<file path="src/rtl/la_filter_seq.sv">
// la_filter_seq: sequencer for the boxcar averaging datapath.
// Generates the programmable sample strobe, flushes and refills the window
// after start, tags the strobes whose window sum is meaningful, and follows
// the adder-tree latency to publish a scaled, saturated average.
//
//   state | meaning
//   ------+----------------------------------------------------------
//   IDLE  | no strobes; waiting for start
//   FLUSH | strobe every cycle with zero samples to clear the window
//   FILL  | divided strobes with live samples until the window is full
//   RUN   | divided strobes; every strobe produces an average
module la_filter_seq #(
    parameter int DIV_W    = 8,
    parameter int WIN_LEN  = 128,
    parameter int TREE_LAT = 3,
    parameter int SUM_W    = 64,
    parameter int OUT_W    = 10
) (
    input  logic             clk,
    input  logic             sys_rst_n,
    input  logic             start,
    input  logic             stop,
    input  logic [DIV_W-1:0] cfg_div,
    input  logic [5:0]       cfg_shift,
    input  logic [OUT_W-1:0] adc_data,
    input  logic [SUM_W-1:0] sum_in,
    output logic             shift_en,
    output logic [OUT_W-1:0] sample_out,
    output logic [OUT_W-1:0] avg_out,
    output logic             avg_valid,
    output logic             win_full,
    output logic             busy
);

    localparam int CNT_W = (WIN_LEN > 1) ? $clog2(WIN_LEN) : 1;
    localparam logic [CNT_W-1:0] WIN_LAST = CNT_W'(WIN_LEN - 1);

    typedef enum logic [1:0] {
        IDLE  = 2'd0,
        FLUSH = 2'd1,
        FILL  = 2'd2,
        RUN   = 2'd3
    } state_t;

    state_t              state;
    logic [DIV_W-1:0]    div_lat;
    logic [5:0]          shift_lat;
    logic [DIV_W-1:0]    div_cnt;
    logic [DIV_W-1:0]    div_nxt;
    logic                strobe_nxt;
    logic [CNT_W-1:0]    flush_cnt;
    logic [CNT_W-1:0]    fill_cnt;
    logic [TREE_LAT-1:0] vld_pipe;
    logic                tag;
    logic                abort;
    logic [SUM_W-1:0]    scaled;
    logic [OUT_W-1:0]    sat_avg;

    // Divider lookahead: shift_en is registered, so it is decided from the
    // divider value the next cycle will hold.
    always_comb begin
        div_nxt    = (div_cnt == div_lat) ? '0 : div_cnt + DIV_W'(1);
        strobe_nxt = (div_nxt == div_lat);
    end

    // Tag strobes whose sum covers a full window, and detect a stop that
    // must abandon the current sequence.
    always_comb begin
        tag   = shift_en && ((state == RUN) || ((state == FILL) && (fill_cnt == WIN_LAST)));
        abort = stop && (state != IDLE);
    end

    // Scale the window sum and clamp it into the output width.
    always_comb begin
        scaled = '0;
        if (int'(shift_lat) < SUM_W) begin
            scaled = sum_in >> shift_lat;
        end
        sat_avg = (|scaled[SUM_W-1:OUT_W]) ? '1 : scaled[OUT_W-1:0];
    end

    // Sequencer FSM: config latch, flush/fill counting and strobe generation.
    always_ff @(posedge clk or negedge sys_rst_n) begin
        if (!sys_rst_n) begin
            state      <= IDLE;
            div_lat    <= '0;
            shift_lat  <= '0;
            div_cnt    <= '0;
            flush_cnt  <= '0;
            fill_cnt   <= '0;
            shift_en   <= 1'b0;
            sample_out <= '0;
            win_full   <= 1'b0;
            busy       <= 1'b0;
        end else if (abort) begin
            state    <= IDLE;
            shift_en <= 1'b0;
            win_full <= 1'b0;
            busy     <= 1'b0;
        end else begin
            case (state)
                IDLE: begin
                    shift_en <= 1'b0;
                    if (start && !stop) begin
                        state      <= FLUSH;
                        busy       <= 1'b1;
                        flush_cnt  <= '0;
                        div_lat    <= cfg_div;
                        shift_lat  <= cfg_shift;
                        shift_en   <= 1'b1;
                        sample_out <= '0;
                    end
                end

                FLUSH: begin
                    flush_cnt <= flush_cnt + CNT_W'(1);
                    if (flush_cnt == WIN_LAST) begin
                        // With a zero divider the first live sample goes
                        // out in the very first FILL cycle.
                        state      <= FILL;
                        div_cnt    <= '0;
                        fill_cnt   <= '0;
                        shift_en   <= (div_lat == '0);
                        sample_out <= (div_lat == '0) ? adc_data : '0;
                    end else begin
                        shift_en   <= 1'b1;
                        sample_out <= '0;
                    end
                end

                FILL, RUN: begin
                    div_cnt  <= div_nxt;
                    shift_en <= strobe_nxt;
                    if (strobe_nxt) begin
                        sample_out <= adc_data;
                    end
                    if ((state == FILL) && shift_en) begin
                        fill_cnt <= fill_cnt + CNT_W'(1);
                        if (fill_cnt == WIN_LAST) begin
                            state    <= RUN;
                            win_full <= 1'b1;
                        end
                    end
                end

                default: begin
                    state    <= IDLE;
                    shift_en <= 1'b0;
                    busy     <= 1'b0;
                    win_full <= 1'b0;
                end
            endcase
        end
    end

    // Valid pipeline matching adder-tree latency; loads the average when a
    // tagged strobe's sum arrives. A stop drops everything in flight.
    always_ff @(posedge clk or negedge sys_rst_n) begin
        if (!sys_rst_n) begin
            vld_pipe  <= '0;
            avg_out   <= '0;
            avg_valid <= 1'b0;
        end else if (abort) begin
            vld_pipe  <= '0;
            avg_valid <= 1'b0;
        end else begin
            vld_pipe[0] <= tag;
            for (int i = 1; i < TREE_LAT; i++) begin
                vld_pipe[i] <= vld_pipe[i-1];
            end
            avg_valid <= vld_pipe[TREE_LAT-1];
            if (vld_pipe[TREE_LAT-1]) begin
                avg_out <= sat_avg;
            end
        end
    end

endmodule

</file>
<file path="config.mk">
export PLATFORM = sky130hd
export DESIGN_NAME = la_filter_seq
export DESIGN_NICKNAME = d
export VERILOG_FILES = /design/src/rtl/la_filter_seq.sv
export SDC_FILE = /design/constraint.sdc
export NUM_CORES = 1
export LEC_CHECK = 0
export BUFFER_PORTS_ARGS = -buffer_cell sky130_fd_sc_hd__buf_2
export CAP_MARGIN = 25
export CORE_ASPECT_RATIO = 0.7
export CORE_MARGIN = 2
export CORE_UTILIZATION = 53
export CTS_BUF_LIST = sky130_fd_sc_hd__clkbuf_16
export DETAILED_ROUTE_END_ITERATION = 10
export PLACE_DENSITY = 0.79
export SLEW_MARGIN = 0
export SYNTH_ARGS = -nofsm -noshare
export SYNTH_HDL_FRONTEND = slang
export SYNTH_SLANG_ARGS = --single-unit
</file>
<file path="constraint.sdc">
create_clock -name clk -period 2.9 [get_ports clk]
set_clock_uncertainty 0.1 [all_clocks]
set_input_delay 0.58 -clock clk [delete_from_list [all_inputs] [get_ports clk]]
set_output_delay 0.58 -clock clk [all_outputs]
set_load 0.005 [all_outputs]
</file>
## Yosys cells after proc, flatten, opt, wreduce, memory -nomap -nowiden

Cells that the tools add are included.

| word-level totals | value |
|---|---|
| register bits | 65 |
| bits in latches | 0 |
| RAM bits | 0 |
| ROM bits | 0 |
| input bits | 92 |
| output and inout port bits | 24 |
| word-level logic and storage cells | 94 |
| memories | 0 |

| operators by class | value |
|---|---|
| add/sub/neg operators | 3 |
| multiply operators | 0 |
| div/mod/pow operators | 0 |
| $lt $le $gt $ge | 0 |
| eq/ne operators | 15 |
| shift-type cells | 1 |
| multiplexer cells | 33 |
| bitwise operators | 1 |
| reductions and logical operators | 28 |

Operators by type and width:

| cell | number |
|---|---|
| $shr A64 B6 Y64 | 1 |
| $reduce_or A54 Y1 | 1 |
| $mux W10 | 5 |
| $pmux W10 S3 | 1 |
| $pmux W7 S2 | 2 |
| $mux W7 | 3 |
| $eq A8 B8 Y1 | 2 |
| $mux W8 | 2 |
| $pmux W8 S2 | 1 |
| $reduce_bool A2 Y1 | 8 |
| $reduce_and A3 Y1 | 5 |
| $add A7 B1 Y7 const B | 2 |
| $eq A7 B7 Y1 const B | 2 |
| $ne A3 B3 Y1 const B | 4 |
| $mux W1 | 11 |
| $mux W2 | 5 |
| $add A8 B1 Y8 const B | 1 |
| $logic_not A8 Y1 | 1 |
| $ne A2 B2 Y1 const B | 4 |
| $reduce_and A4 Y1 | 2 |
| $pmux W2 S3 | 1 |
| $logic_and A1 B1 Y1 | 5 |
| $eq A2 B2 Y1 const B | 2 |
| $reduce_and A2 Y1 | 2 |
| other kinds (8) | 8 |

## Longest topological paths before layout

| depth | value |
|---|---|
| depth in word-level cells | 5 |
| depth in mapped cells | 13 |
| depth with buffers taken out | 9 |

## Worst setup path after synthesis

No wires, ideal clock.

| timing path | value |
|---|---|
| kind | reg-to-reg |
| start point | reg shift_lat[1] |
| end point | reg avg_out[2] |
| setup time | 0.131 ns |
| arrival time | 2.680 ns |
| required time | 2.669 ns |
| slack | -0.012 ns |
| stages on the path, launching flop included | 11 |
| path buffers | 5 |
| period minus slack after synthesis | 2.912 ns |
| cells stage by stage | dfrtp_1 -> clkbuf_1 -> buf_2 -> buf_4 -> buf_2 -> buf_2 -> mux4_2 -> mux4_2 -> mux4_2 -> nor2_1 -> a21oi_1 |

| between the ends | value |
|---|---|
| longest elaborated chain between the ends | 3 |

Ends and longest elaborated chain:

| element | RTL line | text |
|---|---|---|
| from (decl) | 47 | `logic [5:0] shift_lat;` |
| from (signal assigned) | 109 | `shift_lat <= cfg_shift;` |
| $shr A64 B6 Y64 (*) | 77 | `scaled = sum_in >> shift_lat;` |
| $reduce_or A54 Y1 | 79 | `sat_avg = (\|scaled[SUM_W-1:OUT_W]) ? '1 : scaled[OUT_W-1:0];` |
| $mux W10 (*) | 79 |  |
| to (signal assigned) | 173 | `avg_out <= sat_avg;` |
| to (decl) | 29 | `output logic [OUT_W-1:0] avg_out,` |

Mark *: on every way between the ends. The rest lies on a longest branch, timed or not.
A chain may end at the register's enable or synchronous reset.

## Worst setup path in the final report

| timing path | value |
|---|---|
| start point | reg shift_lat[0] |
| end point | reg avg_out[0] |

Same word-level chain as after synthesis.

==> run_results.csv <==
group,metric,value,unit
run_status,status,"finished, violations left",
run_status,violations,"negative setup slack",
setup_path,path_class,"reg2reg",
clocking,cts_sinks,65,
yosys,netlist_area,7070,sq um
setup_path,cp.arrival,3.32,ns
grt,grt_use_total,0.341,
routing,detail_route.wl_per_cell,21.1,microns
sta,slew_headroom,0.375,
yosys,async_flop_share,1.00,
cells_and_area,diodes,0,
grt,gr-usage-met3,0.0931,
routing,drtAntennaViolNets,0,
floorplanning,coreArea,13100,sq um
placed_design,dpl.cell_count,1110,
sta,tightestPinTransition,0.937,ns
grt,global_route.usage.met1,0.533,
grt,gr-total-overflow,0,
sta,fmax,0.311,GHz
setup_path,path_buf_inv,2,
yosys,yosys.area_share.simple,0.147,
cells_and_area,syn2layout_area_growth,31.7,%
cells_and_area,nFillCells,952,
grt,antenna_found_initial,0,
yosys,synth_xor_area_frac,0.0342,
pwr,p_leak,0.00418,uW
floorplanning,initial_core_util,0.540,
cells_and_area,stdcell_count,1141,
cells_and_area,drive_above_1_share,0.433,
sta,hold_viol,0,
yosys,synth.mux.area_fraction,0.330,
routing,first_pass_iters,5,
setup_path,worst-path-max-fanout,5,
sta,rsz0062_at_grt,"yes",
yosys,synth_nets,839,
placed_design,gp_congestion,1.03,
floorplanning,io_pins,116,
routing,routed_wl,24000,microns
yosys,synth_cell_types,69,
pwr,pwr-share-seq,0.198,
setup_path,worstPathRequired,3.00,ns
routing,avgViaCountPerCell,6.65,
floorplanning,fp-row-count,35,
clocking,h-tree-depth,3,
placed_design,dp_hpwl,18500,microns
sta,setup_viol,10,
cells_and_area,layout_commonest_cell,"buf_4",
setup_path,path_depth,10,
clocking,cts-root-buf,"clkbuf_16",
grt,grt_pass1_vias,6926,
routing,drc,0,
setup_path,crit_family,"simple AND/OR/NAND/NOR gates",
setup_path,rr_worst_depth,10,
run,max_cap_viol_count,0,
yosys,seq_area_frac_synth,0.230,
floorplanning,dieArea,14300,sq um
clocking,cts_tree,"yes",
cells_and_area,fin_nets,1065,
cells_and_area,utilization,0.711,
pwr,p_int,3630,uW
yosys,syn_area_per_cell,9.50,sq um
sta,worst_slack,-0.312,ns
setup_path,crit_path_top_delay_cell,"or4_4",
pwr,power_frac_comb,0.619,
sta,fin_tns_setup,-2.81,ns
grt,grt.busiest_layer,"met1",
placed_design,place_ws,-0.394,ns
setup_path,path_cells,"buf_12 -> buf_6 -> mux2_2 -> or3_4 -> and3_4 -> or4_4 -> a211oi_2 -> o211ai_1 -> nor3_2 -> a31oi_1",
pwr,power_frac_clock,0.183,
sta,maxSlewViolCount,0,
routing,drt_iter0_drc,992,
yosys,synthAdderAreaFrac,0.00531,
pwr,sw_frac_of_total,0.410,
yosys,synth_compound_area_frac,0.197,
grt,met2_usage,0.475,
pwr,p_per_area,662,nW/um^2
sta,hold_slack,0.270,ns
yosys,synth_seq_cells,65,
setup_path,startpoint_type,"flop",
yosys,synth_top_family_by_area,"multiplexers",
routing,num_vias,7582,
sta,period_share,1.11,
yosys,yosysWarnings,0,
yosys,synth_cells,744,
grt,grt_max_degree,40,
cells_and_area,layout_common_cells,"buf_4, buf_2, nand2_1",
floorplanning,fp.dieH,101,microns
setup_path,critPathCaptureType,"flop",
clocking,path_clk_slew,0.06,ns
yosys,ys.flop_type,"dfrtp_1",
clocking,clock_latency,0.34,ns
worst_hold_path,hold_path.class,"in2async",
sta,min_period,3.21,ns
clocking,cts_buffers,9,
floorplanning,dieWidth,142,microns
placed_design,io_buffers,115,
pwr,ir_worst_vdd,0.000346,V
pwr,p_sw,2530,uW
setup_path,slowest_delay,0.55,ns
grt,grt_pass1_wl,37900,microns
yosys,synth_edf_count,0,
clocking,clockBufferDepth,2,
## power by group through the flow
stage / logic (uW) / clock network, uW / registers, uW
3_5_place_dp: 3490 / 0 / 1230
6_report: 3810 / 1130 / 1220
2_1_floorplan: 2180 / 0 / 1160
3_3_place_gp: 3430 / 0 / 1230
5_1_grt: 4040 / 1170 / 1240
4_1_cts: 3650 / 1130 / 1220
## flip-flops by register name, summed over array words and instances, names as in the netlist
name        flops
avg_valid       1
div_cnt         8
fill_cnt        7
shift_lat       6
vld_pipe        3
busy            1
state           2
avg_out        10
flush_cnt       7
sample_out     10
win_full        1
div_lat         8
shift_en        1
## layer usage
| layer | share of wire | vias up |
|---|---|---|
| met4 | 0.011 | 0 |
| met3 | 0.13 | 33 |
| li1 | - | 3339 |
| met5 | 0 | - |
| met1 | 0.44 | 3657 |
| met2 | 0.42 | 553 |
## worst paths after layout
path | start | to | slack, ns
worst max-delay path | shift_lat[0]$_DFFE_PN0P_ | avg_out[0]$_DFFE_PN0P_ | -0.31
worst max register to register | shift_lat[0]$_DFFE_PN0P_ | avg_out[0]$_DFFE_PN0P_ | -0.31
worst min-delay path | sys_rst_n | sample_out[8]$_DFFE_PN0P_ | 0.27
worst min register to register | vld_pipe[1]$_DFF_PN0_ | vld_pipe[2]$_DFF_PN0_ | 0.35
max in group asynchronous | sys_rst_n | avg_out[0]$_DFFE_PN0P_ | 1.60
min in group clk | cfg_div[3] | div_lat[3]$_DFFE_PN0P_ | 0.35
## cell families after synthesis
kind of cell	count (synthesis)
AOI/OAI and AO/OA	200
and+or+nand+nor	217
muxes	145
buffers and inverters	88
DFF	65
adders and majority gates	3
xor gates and xnor gates	26
## cell usage after synthesis, drive strengths merged (9+ instances only)
| cell | n | area (sq um) |
|---|---|---|
| o21ai | 42 | 214 |
| nand3 | 15 | 75.1 |
| buf | 26 | 166 |
| nand4 | 9 | 56.3 |
| dfrtp | 65 | 1630 |
| o211ai | 9 | 67.6 |
| nand2 | 74 | 278 |
| nor3 | 13 | 70.1 |
| mux4 | 67 | 1510 |
| mux2i | 48 | 484 |
| xor2 | 22 | 193 |
| a211oi | 11 | 97.6 |
| and3 | 10 | 62.6 |
| clkbuf | 31 | 116 |
| nor2 | 49 | 184 |
| mux2 | 30 | 338 |
| inv | 27 | 101 |
| a21oi | 43 | 215 |
| a22oi | 16 | 120 |
## final cells by class
type | instances | area (sq um) | area share
clock buffers | 9 | 225 | 0.0242
flip-flops and latches | 65 | 1630 | 0.175
well taps | 166 | 208 | 0.0223
multi-input cells | 591 | 5160 | 0.555
repair buffers | 272 | 1890 | 0.203
clock inverters | 7 | 77.6 | 0.00834
inverters | 31 | 116 | 0.0125
## through the flow
stage	total power [uW]	area (sq um)
global route	6450	9300
floorplan	3340	7070
finish	6160	9300
detailed placement	4730	8710
global placement	4660	8710
CTS	6000	9220
## repair_timing
item | CTS | global route
gates cloned | 0 | 1
hold buffers | 0 | 0
setup buffers | 11 | 3
gates resized for setup | 29 | 7
pin swaps | 8 | 9
endpoints found under the setup margin | 10 | 20
## worst register-to-register path: stages (launching register included)
cell and delay [ns]:
dfrtp_4 0.52, buf_12 0.15, buf_6 0.11, mux2_2 0.27, or3_4 0.34, and3_4 0.18, or4_4 0.55, a211oi_2 0.22
o211ai_1 0.18, nor3_2 0.31, a31oi_1 0.14
Note: power is estimated with default switching activity, not from simulation.
